===== config.mk =====
export PLATFORM = sky130hd
export DESIGN_NAME = multicycle_control_unit
export DESIGN_NICKNAME = d
export VERILOG_FILES = /design/src/rtl/multicycle_control_unit.sv
export SDC_FILE = /design/constraint.sdc
export NUM_CORES = 1
export LEC_CHECK = 0
export BUFFER_PORTS_ARGS = -buffer_cell sky130_fd_sc_hd__buf_2
export CAP_MARGIN = 20
export CORE_MARGIN = 4
export CORE_UTILIZATION = 49
export CTS_BUF_LIST = sky130_fd_sc_hd__clkbuf_8
export DETAILED_ROUTE_END_ITERATION = 8
export PLACE_DENSITY = 0.78
export RECOVER_POWER = 50
export SETUP_SLACK_MARGIN = 0.1
export SLEW_MARGIN = 10
export SYNTH_ARGS = -nofsm -noshare
export SYNTH_HDL_FRONTEND = slang
export SYNTH_SLANG_ARGS = --single-unit

===== constraint.sdc =====
create_clock -name clk -period 1.9 [get_ports clk]
set_input_delay 0.19 -clock clk [delete_from_list [all_inputs] [get_ports clk]]
set_output_delay 0.19 -clock clk [all_outputs]
set_load 0.01 [all_outputs]

===== src/rtl/multicycle_control_unit.sv =====
// multicycle_control_unit: multi-cycle RV32I sequencer (FETCH/DECODE/EXEC/MEM/WB)
// with wait-state tolerant memory handshakes, a memory timeout trap, and a
// retired-instruction counter. Define NPU_CUSTOM_EN to make the custom-0 opcode
// launch the NPU and wait for its completion.
module multicycle_control_unit #(
  parameter int unsigned TIMEOUT_CYCLES = 255,
  parameter int unsigned TIMEOUT_W      = 8,
  parameter int unsigned CNT_W          = 32,
  parameter int unsigned NPU_WAIT_MAX   = 1023
) (
  input  logic             clk,
  input  logic             rst,
  input  logic [31:0]      instr,
  input  logic             branch_taken,
  input  logic             mem_ready,
  output logic             mem_req,
  output logic             mem_is_fetch,
  output logic             mem_we,
  output logic             ir_we,
  output logic             pc_we,
  output logic             pc_sel,
  output logic [3:0]       alu_op,
  output logic [1:0]       imm_sel,
  output logic             alu_a_sel,
  output logic             alu_b_sel,
  output logic [1:0]       reg_we,
  output logic [1:0]       wb_sel,
  output logic             npu_start,
  input  logic             npu_done,
  output logic [CNT_W-1:0] instret,
  output logic             trap,
  output logic [1:0]       trap_cause
);

  typedef enum logic [2:0] {
    S_FETCH, S_DECODE, S_EXEC, S_MEM, S_WB, S_NPU_WAIT, S_TRAP
  } state_e;

  localparam logic [6:0] OP_R      = 7'b0110011;
  localparam logic [6:0] OP_I      = 7'b0010011;
  localparam logic [6:0] OP_LOAD   = 7'b0000011;
  localparam logic [6:0] OP_STORE  = 7'b0100011;
  localparam logic [6:0] OP_BRANCH = 7'b1100011;
  localparam logic [6:0] OP_JAL    = 7'b1101111;
  localparam logic [6:0] OP_JALR   = 7'b1100111;
  localparam logic [6:0] OP_LUI    = 7'b0110111;
  localparam logic [TIMEOUT_W-1:0] TO_LIMIT = TIMEOUT_W'(TIMEOUT_CYCLES);

  state_e               state_q, state_d;
  logic [31:0]          ir_q, ir_d;
  logic [TIMEOUT_W-1:0] to_cnt_q, to_cnt_d;
  logic [CNT_W-1:0]     instret_q, instret_d;
  logic                 trap_q, trap_d;
  logic [1:0]           cause_q, cause_d;

  // Instruction class decode from the latched instruction
  logic [6:0] opcode;
  logic [2:0] funct3;
  logic       alt;
  logic is_r, is_i, is_load, is_store, is_branch, is_jal, is_jalr, is_lui, is_npu;
  logic is_jump, legal;
  assign opcode    = ir_q[6:0];
  assign funct3    = ir_q[14:12];
  assign alt       = ir_q[30];
  assign is_r      = (opcode == OP_R);
  assign is_i      = (opcode == OP_I);
  assign is_load   = (opcode == OP_LOAD);
  assign is_store  = (opcode == OP_STORE);
  assign is_branch = (opcode == OP_BRANCH);
  assign is_jal    = (opcode == OP_JAL);
  assign is_jalr   = (opcode == OP_JALR);
  assign is_lui    = (opcode == OP_LUI);
  assign is_jump   = is_jal | is_jalr;
`ifdef NPU_CUSTOM_EN
  localparam logic [6:0] OP_NPU = 7'b0001011;
  localparam int unsigned NPU_W = $clog2(NPU_WAIT_MAX + 1) + 1;
  logic [NPU_W-1:0] npu_cnt_q, npu_cnt_d;
  assign is_npu = (opcode == OP_NPU);
`else
  logic unused_npu;
  assign is_npu     = 1'b0;
  assign unused_npu = npu_done ^ (NPU_WAIT_MAX == 0);
`endif
  assign legal = is_r | is_i | is_load | is_store | is_branch | is_jump | is_lui | is_npu;

  // rd/rs fields are consumed by the datapath, not by the sequencer
  logic unused_ir;
  assign unused_ir = ^{ir_q[31], ir_q[29:15], ir_q[11:7]};

  logic [3:0] dec_alu_op;
  logic [1:0] dec_imm_sel, dec_wb_sel;
  logic       dec_a_sel, dec_b_sel;

  // Static datapath fields; LUI has no U-immediate select, so it is sequenced as an ALU write
  always_comb begin
    dec_alu_op  = 4'b0000;
    dec_imm_sel = 2'b00;
    dec_wb_sel  = 2'b00;
    dec_a_sel   = 1'b0;
    dec_b_sel   = 1'b0;
    if (is_r || is_i) begin
      case (funct3)
        3'b000:  dec_alu_op = (is_r && alt) ? 4'b0001 : 4'b0000;
        3'b001:  dec_alu_op = 4'b0010;
        3'b010:  dec_alu_op = 4'b0011;
        3'b011:  dec_alu_op = 4'b0100;
        3'b100:  dec_alu_op = 4'b0101;
        3'b101:  dec_alu_op = alt ? 4'b0111 : 4'b0110;
        3'b110:  dec_alu_op = 4'b1000;
        default: dec_alu_op = 4'b1001;
      endcase
      dec_b_sel = is_i;
    end
    if (is_load || is_jalr || is_lui) dec_b_sel = 1'b1;
    if (is_store) begin dec_imm_sel = 2'b01; dec_b_sel = 1'b1; end
    if (is_branch) begin dec_imm_sel = 2'b10; dec_a_sel = 1'b1; dec_b_sel = 1'b1; end
    if (is_jal) begin dec_imm_sel = 2'b11; dec_a_sel = 1'b1; dec_b_sel = 1'b1; end
    if (is_load) dec_wb_sel = 2'b01;
    if (is_jump) dec_wb_sel = 2'b10;
  end

  logic in_ctrl;
  assign in_ctrl = state_q inside {S_DECODE, S_EXEC, S_MEM, S_WB, S_NPU_WAIT};

  // Output decode: fields held DECODE..WB, enables pulse only in their own state, all zero in reset
  always_comb begin
    mem_req = 1'b0; mem_is_fetch = 1'b0; mem_we = 1'b0; ir_we = 1'b0;
    pc_we = 1'b0; pc_sel = 1'b0; alu_op = 4'b0000; imm_sel = 2'b00;
    alu_a_sel = 1'b0; alu_b_sel = 1'b0; reg_we = 2'b00; wb_sel = 2'b00;
    npu_start = 1'b0;
    if (!rst) begin
      if (in_ctrl) begin
        alu_op = dec_alu_op; imm_sel = dec_imm_sel; wb_sel = dec_wb_sel;
        alu_a_sel = dec_a_sel; alu_b_sel = dec_b_sel; pc_sel = is_jump;
      end
      case (state_q)
        S_FETCH: begin mem_req = 1'b1; mem_is_fetch = 1'b1; ir_we = mem_ready; end
        S_EXEC: begin
          if (is_branch) begin pc_we = 1'b1; pc_sel = branch_taken; end
          if (is_jump) pc_we = 1'b1;
`ifdef NPU_CUSTOM_EN
          npu_start = is_npu;
`endif
        end
        S_MEM: begin mem_req = 1'b1; mem_we = is_store; pc_we = is_store & mem_ready; end
        S_WB: begin reg_we = is_load ? 2'b10 : 2'b01; pc_we = ~is_jump; end
        default: ;
      endcase
    end
  end

  assign instret    = rst ? '0 : instret_q;
  assign trap       = trap_q & ~rst;
  assign trap_cause = rst ? 2'b00 : cause_q;

  // Next-state: sequencing, stall timeout, retire counting and sticky trap capture
  always_comb begin
    state_d = state_q; ir_d = ir_q; to_cnt_d = to_cnt_q;
    instret_d = instret_q; trap_d = trap_q; cause_d = cause_q;
`ifdef NPU_CUSTOM_EN
    npu_cnt_d = npu_cnt_q;
`endif
    case (state_q)
      S_FETCH, S_MEM: begin
        if (mem_ready) begin
          if (state_q == S_FETCH) begin
            ir_d = instr; state_d = S_DECODE;
          end else if (is_load) begin
            state_d = S_WB;
          end else begin
            state_d = S_FETCH; instret_d = instret_q + CNT_W'(1);
          end
        end else if (TIMEOUT_CYCLES != 0 && to_cnt_q + TIMEOUT_W'(1) == TO_LIMIT) begin
          state_d = S_TRAP; trap_d = 1'b1; cause_d = 2'b10;
        end else begin
          to_cnt_d = to_cnt_q + TIMEOUT_W'(1);
        end
      end
      S_DECODE: begin
        if (legal) state_d = S_EXEC;
        else begin state_d = S_TRAP; trap_d = 1'b1; cause_d = 2'b01; end
      end
      S_EXEC: begin
        if (is_load || is_store) state_d = S_MEM;
        else if (is_branch) begin state_d = S_FETCH; instret_d = instret_q + CNT_W'(1); end
        else if (is_npu) state_d = S_NPU_WAIT;
        else state_d = S_WB;
      end
`ifdef NPU_CUSTOM_EN
      S_NPU_WAIT: begin
        if (npu_done) state_d = S_WB;
        else if (npu_cnt_q == NPU_W'(NPU_WAIT_MAX)) begin
          state_d = S_TRAP; trap_d = 1'b1; cause_d = 2'b11;
        end else npu_cnt_d = npu_cnt_q + NPU_W'(1);
      end
`endif
      S_WB: begin state_d = S_FETCH; instret_d = instret_q + CNT_W'(1); end
      S_TRAP: ;
      default: state_d = S_FETCH;
    endcase
    if (state_d != state_q) begin
      to_cnt_d = '0;
`ifdef NPU_CUSTOM_EN
      npu_cnt_d = '0;
`endif
    end
  end

  // State registers with synchronous reset
  always_ff @(posedge clk) begin
    if (rst) begin
      state_q <= S_FETCH; ir_q <= '0; to_cnt_q <= '0;
      instret_q <= '0; trap_q <= 1'b0; cause_q <= 2'b00;
`ifdef NPU_CUSTOM_EN
      npu_cnt_q <= '0;
`endif
    end else begin
      state_q <= state_d; ir_q <= ir_d; to_cnt_q <= to_cnt_d;
      instret_q <= instret_d; trap_q <= trap_d; cause_q <= cause_d;
`ifdef NPU_CUSTOM_EN
      npu_cnt_q <= npu_cnt_d;
`endif
    end
  end

endmodule


==> flow_summary.ini, run 1 <==
[outcome]
status = finished, violations left
violations = setup timing

[yosys]
ys_warn_count = 0
synth_nets = 479
synth.largest_area_cell = dfxtp_1
synth_seq_area_share_pct = 33.4
synthTopCellsByArea = dfxtp_1, nor2b_1, a21oi_1, nand2_1, nor2_1
ys_ff_latch = 57
yosysUniqueCellTypes = 55
synthCells = 439
netlist_area_um2 = 3410
yosysTopAreaCellShare_pct = 33.4
synth-edff-count = 0
avgSynthCellArea_um2 = 7.78
synthFlopType = dfxtp_1
synthArstFlopShare_pct = 0

[placement]
globalplace.congestion = 0.830
io_buffers = 67
place_hpwl_mm = 6.33

[clock_tree]
clk_latency_ps = 370
cts_tree = built
clk_path_buf_depth = 2
clkTransAtPathRegs_ps = 70
root_buffer = clkbuf_8
h-tree-depth = 3
cts_hold_buf = 0
cts.sinks = 57
cts_buffers = 9

[finish]
nets = 620
areaGrowthSynthToFinish_pct = 62.9
final_common_cell = buf_4
drive_gt1_share_pct = 47.5
final_cell_mix = buf_4, dfxtp_1, buf_2, nand2_1, nor2b_1
nFillCells = 374
n_antenna_cell = 0

[sta]
tightest_slew_ps = 548
relSlewSlack_pct = 63.4
finalSetupViolCount = 54
rsz0062_at_grt = yes
whs_ps = 62.3
setup_ws_ps = -323
post-route-period-util_pct = 117
hold_viol_final = 0
slew_violations = 0
fin_tns_setup_ps = -9270
period_minus_slack_ps = 2220
fin_worst_skew_ps = 11.7
fmax_mhz = 450

[global_routing]
track_usage_pct = 26.9
grt_overflow = 0
grt_antenna_before_repair = 0
grt_pass1_wl_mm = 18.4
grt_max_degree = 65
grt_pass1_vias = 3835

[detailed_routing]
viasPerCell = 6.26
drcViolationCount = 0
post_drt_wl_per_cell_um = 20.9
drtIter0Drc = 367
vias = 4261
firstDrtPassIters = 7
ant_nets = 0
drt_wl_total_mm = 14.2

[min_path]
worstHoldPathType = primary input to register

[power]
total_power_uw = 3510
p_per_area_nw_per_um2 = 630
peakVddDrop_mv = 0.409
p_leak_uw = 0.00224

[critical_path]
crit_path_end_kind = register
worstPathRequired_ps = 2150
worstReg2RegStart = ir_q[5]$_SDFFE_PP0P_
crit_end = instret_q[14]$_SDFFE_PP0P_
startpoint_type = register
critPathKind = register to register
critPathMaxFanout = 6
startpoint = ir_q[5]$_SDFFE_PP0P_
r2r_slack_ps = -320
reg2reg_depth = 6
cp.arrival_ps = 2480
regToRegEndpoint = instret_q[14]$_SDFFE_PP0P_

[die]
row_count = 30
start_util_pct = 50.3
boundaryPins = 91
fp.coreArea_um2 = 6790
die_y_um = 91.5
die-area_um2 = 8370
dieWidth_um = 91.5

[run]
drv_cap = 0
[cell type report]
| type | instances | area (um2) | area share [%] |
|---|---|---|---|
| clock inverter | 7 | 111 | 2.00 |
| sequential | 57 | 1160 | 20.9 |
| timing repair buffer | 155 | 1120 | 20.2 |
| multi-input combinational | 342 | 2860 | 51.5 |
| inverter | 15 | 56.3 | 1.01 |
| tap | 96 | 120 | 2.16 |
| clock buffer | 9 | 124 | 2.23 |
[per-layer routing]
| layer | routed length, um | global-route usage [%] | vias to the layer above | part of all wire [%] |
|---|---|---|---|---|
| met5 | 0 | 0 | - | 0 |
| met4 | 906 | 13.7 | 0 | 6.4 |
| met3 | 1270 | 6.05 | 93 | 8.9 |
| met2 | 6950 | 45.9 | 319 | 49 |
| met1 | 5120 | 31.4 | 1990 | 36 |
| li1 | - | - | 1859 | - |
[flip-flops by register name, indices dropped and copies added, names as in the netlist]
register / flops
ir_q: 11
instret_q: 32
cause_q: 2
to_cnt_q: 8
state_q: 3
trap_q: 1
[how the worst min path moves through the flow]
stage	end	from	cells past startpoint	slack [ps]
2_1_floorplan	ir_q[6]$_SDFFE_PP0P_	instr[6]	2	320
3_3_place_gp	ir_q[6]$_SDFFE_PP0P_	instr[6]	3	430
3_5_place_dp	ir_q[6]$_SDFFE_PP0P_	instr[6]	3	430
4_1_cts	ir_q[3]$_SDFFE_PP0P_	instr[3]	3	60
5_1_grt	ir_q[30]$_SDFFE_PP0P_	instr[30]	3	70
6_report	ir_q[13]$_SDFFE_PP0P_	instr[13]	3	60
[Yosys cell counts (2+ instances only)]
cell / count
nor4_1: 8
mux2_2: 12
dfxtp_1: 57
nor2_1: 37
clkbuf_1: 17
buf_1: 5
o31ai_1: 6
mux2i_1: 2
nor4b_1: 2
inv_1: 15
nor2b_1: 32
xnor2_1: 6
a211oi_1: 3
nand2_1: 44
nand4_1: 8
buf_2: 5
nand3_1: 16
a21oi_1: 36
or4_1: 10
o21ai_0: 16
nor3b_1: 3
and4_1: 2
nand2b_1: 5
a31oi_1: 6
xor2_1: 5
or3_1: 12
nand3b_1: 4
and2_1: 3
nor3_1: 21
a2111oi_2: 2
or2_2: 3
and3_1: 7
buf_4: 4
ha_1: 3
a311oi_1: 2
[power by group]
group | internal [uW] | switching (uW)
registers | 1230 | 46.4
logic | 366 | 458
clock network | 861 | 541
[per-stage QoR]
stage	std cells	worst slack, ps	util (%)	instance area, um2
6_report	681	-323	81.9	5560
5_1_grt	681	-325	81.9	5560
4_1_cts	665	-158	72.3	4910
3_5_place_dp	622	-162	62.2	4230
3_3_place_gp	622	-129	62.2	4230
2_1_floorplan	439	-70.0	-	3550
[worst max-delay path: stages, from the launching register on]
cell and delay (ps):
dfxtp_1 410, nand3b_4 120, o41a_1 570, o21a_4 300, buf_12 140, nor3b_4 210
mux2_2 380
[timing repair]
item	in CTS	in global routing
pin swaps	33	70
gates resized for setup	56	118
endpoints found under the setup margin	58	61
gates cloned	5	2
buffers inserted	22	14
[kinds of logic (layout without fill, tap and decap cells)]
family | count (synthesis) | in the layout | synth area share [%]
and+or+nand+nor | 223 | 223 | 35.8
AOI/OAI and AO/OA | 83 | 90 | 16.2
DFF | 57 | 57 | 33.4
buffers and inverters | 47 | 186 | 6.01
muxes | 14 | 14 | 4.54
xor gates and xnor gates | 11 | 11 | 2.82
adders and majority gates | 3 | 3 | 1.10
other | 1 | 1 | 0.110
No activity file was read; power rests on OpenSTA's default activity.
==> inputs of run 2 (changes only) <==
CTS_BUF_LIST = sky130_fd_sc_hd__clkbuf_4   (was sky130_fd_sc_hd__clkbuf_8)
==> run 2 against run 1 <==
Compared with the run above:
- the run ends with hold timing, setup timing left
- non-clock buffer count rose by 15
- worst setup slack got worse by 19 ps
- first-iteration DRC count is 16% higher
- clock-buffer cell count grew 2
- global-route usage up 0.11 points
- die area unchanged
- sequential power about the same
- critical path depth grew 4
==> flow_summary.ini, run 2 (synthesized netlist as in run 1, its figures left out) <==
[outcome]
status = finished, violations left
violations = hold timing, setup timing

[clock_tree]
root_buffer = clkbuf_4
cts_buffers = 9
clk_path_buf_depth = 2
clk_latency_ps = 450
cts.sinks = 57
clkTransAtPathRegs_ps = 110
h-tree-depth = 3
cts_tree = built

[sta]
slew_violations = 0
post-route-period-util_pct = 118
period_minus_slack_ps = 2240
fin_worst_skew_ps = 21.3
relSlewSlack_pct = 58.4
fin_tns_setup_ps = -12360
hold_viol_final = 1
fmax_mhz = 446
whs_ps = -2.58
tightest_slew_ps = 624
setup_ws_ps = -341
rsz0062_at_grt = yes
finalSetupViolCount = 57

[critical_path]
critPathMaxFanout = 5
worstPathRequired_ps = 2210
r2r_slack_ps = -340
crit_path_end_kind = register
startpoint_type = register
cp.arrival_ps = 2550
critPathKind = register to register

[finish]
final_common_cell = buf_4
nets = 634
areaGrowthSynthToFinish_pct = 64.8
fin_area_um2 = 5630
reg.largest.list = instret_q: 32 flops, ir_q: 11 flops, to_cnt_q: 8 flops
largest_reg_flops = 32
top_register = instret_q
utilization_pct = 82.8
n_antenna_cell = 0
final_cell_mix = buf_4, dfxtp_1, buf_2, nand2_1, nor2b_1
drive_gt1_share_pct = 47.1

[die]
die-area_um2 = 8370
boundaryPins = 91
start_util_pct = 50.3
dieWidth_um = 91.5
row_count = 30
fp.coreArea_um2 = 6790
die_y_um = 91.5

[placement]
globalplace.congestion = 0.830
place_hpwl_mm = 6.33
io_buffers = 67
dpl_cell_area_um2 = 4230
pre_cts_slack_ps = -162

[global_routing]
grt_overflow = 0
track_usage_pct = 27.0
grt_pass1_wl_mm = 18.2
grt_antenna_before_repair = 0
grt_pass1_vias = 3794
grt_max_degree = 65

[run]
drv_cap = 0

[min_path]
worstHoldPathType = primary input to register

[power]
p_per_area_nw_per_um2 = 606
peakVddDrop_mv = 0.358
p_leak_uw = 0.00226

[detailed_routing]
vias = 4294
firstDrtPassIters = 7
top_layer_used = met4
wl_met1_mm = 5.17
drt_wl_total_mm = 14.4
ant_nets = 0
post_drt_wl_per_cell_um = 20.7
drtIter0Drc = 426
wl_met2_mm = 7.00
viasPerCell = 6.18
drcViolationCount = 0
route.met3.wl_mm = 1.30
run 2: cell types whose count changed in the layout (fill, tap and decap cells not counted), moves of 5 or more:
cell	previous run	this run
mux2_2	6	1
clkbuf_8	9	0
clkbuf_4	0	11
dfxtp_2	9	4
o21ai_0	6	15
dlygate4sd3_1	0	7
buf_6	25	30
o21ai_2	6	0
mux2_4	6	11
run 2: final timing paths:
kind | start | cells after the start | to
max reg2reg | ir_q[3]$_SDFFE_PP0P_ | 10 | instret_q[1]$_SDFFE_PP0P_
max | ir_q[3]$_SDFFE_PP0P_ | 10 | instret_q[1]$_SDFFE_PP0P_
min | instr[2] | 3 | ir_q[2]$_SDFFE_PP0P_
min reg2reg | ir_q[30]$_SDFFE_PP0P_ | 2 | ir_q[30]$_SDFFE_PP0P_
run 2: final cells by class:
cell class | count | area, um2
inverter | 15 | 58.8
tap | 96 | 120
multi-input combinational | 341 | 2840
clock buffer | 11 | 82.6
sequential | 57 | 1160
clock inverter | 5 | 104
timing repair buffer | 170 | 1260
fill | 373 | 1170
run 2: worst max-delay path, cell delays in order, from the launching register on:
cell      delay, ps
dfxtp_2         340
nand3b_1        210
buf_6           170
buf_4           150
o311ai_4        310
buf_6           190
o21a_4          210
buf_6           140
buf_4           110
mux2i_1         200
nor2_1           60
run 2: report_power, final:
group | internal, uW | leakage [uW] | total, uW | switching [uW]
Clock | 696 | 0.000101 | 1220 | 521
Sequential | 1230 | 0.000467 | 1270 | 41.7
Combinational | 414 | 0.00169 | 921 | 507
run 2: timing repair:
action | CTS | global route
pin swaps | 60 | 44
endpoints found under the hold margin | 7 | 0
hold buffers | 7 | 0
cloned | 6 | 0
resized for setup | 66 | 106
buffers inserted | 22 | 24
setup endpoints to repair | 58 | 63
run 2: through the flow:
step / instances / total power [uW]
final: 695 / 3410
after global routing: 695 / 3510
after CTS: 673 / 3110
after detailed placement: 622 / 1790
after global placement: 622 / 1770
after floorplan: 439 / 1630
run 2: per-layer routing:
metal	track usage [%]	up-vias
met5	0	-
met1	31.1	1997
met2	45.6	322
li1	-	1881
met4	14.9	0
met3	6.71	94
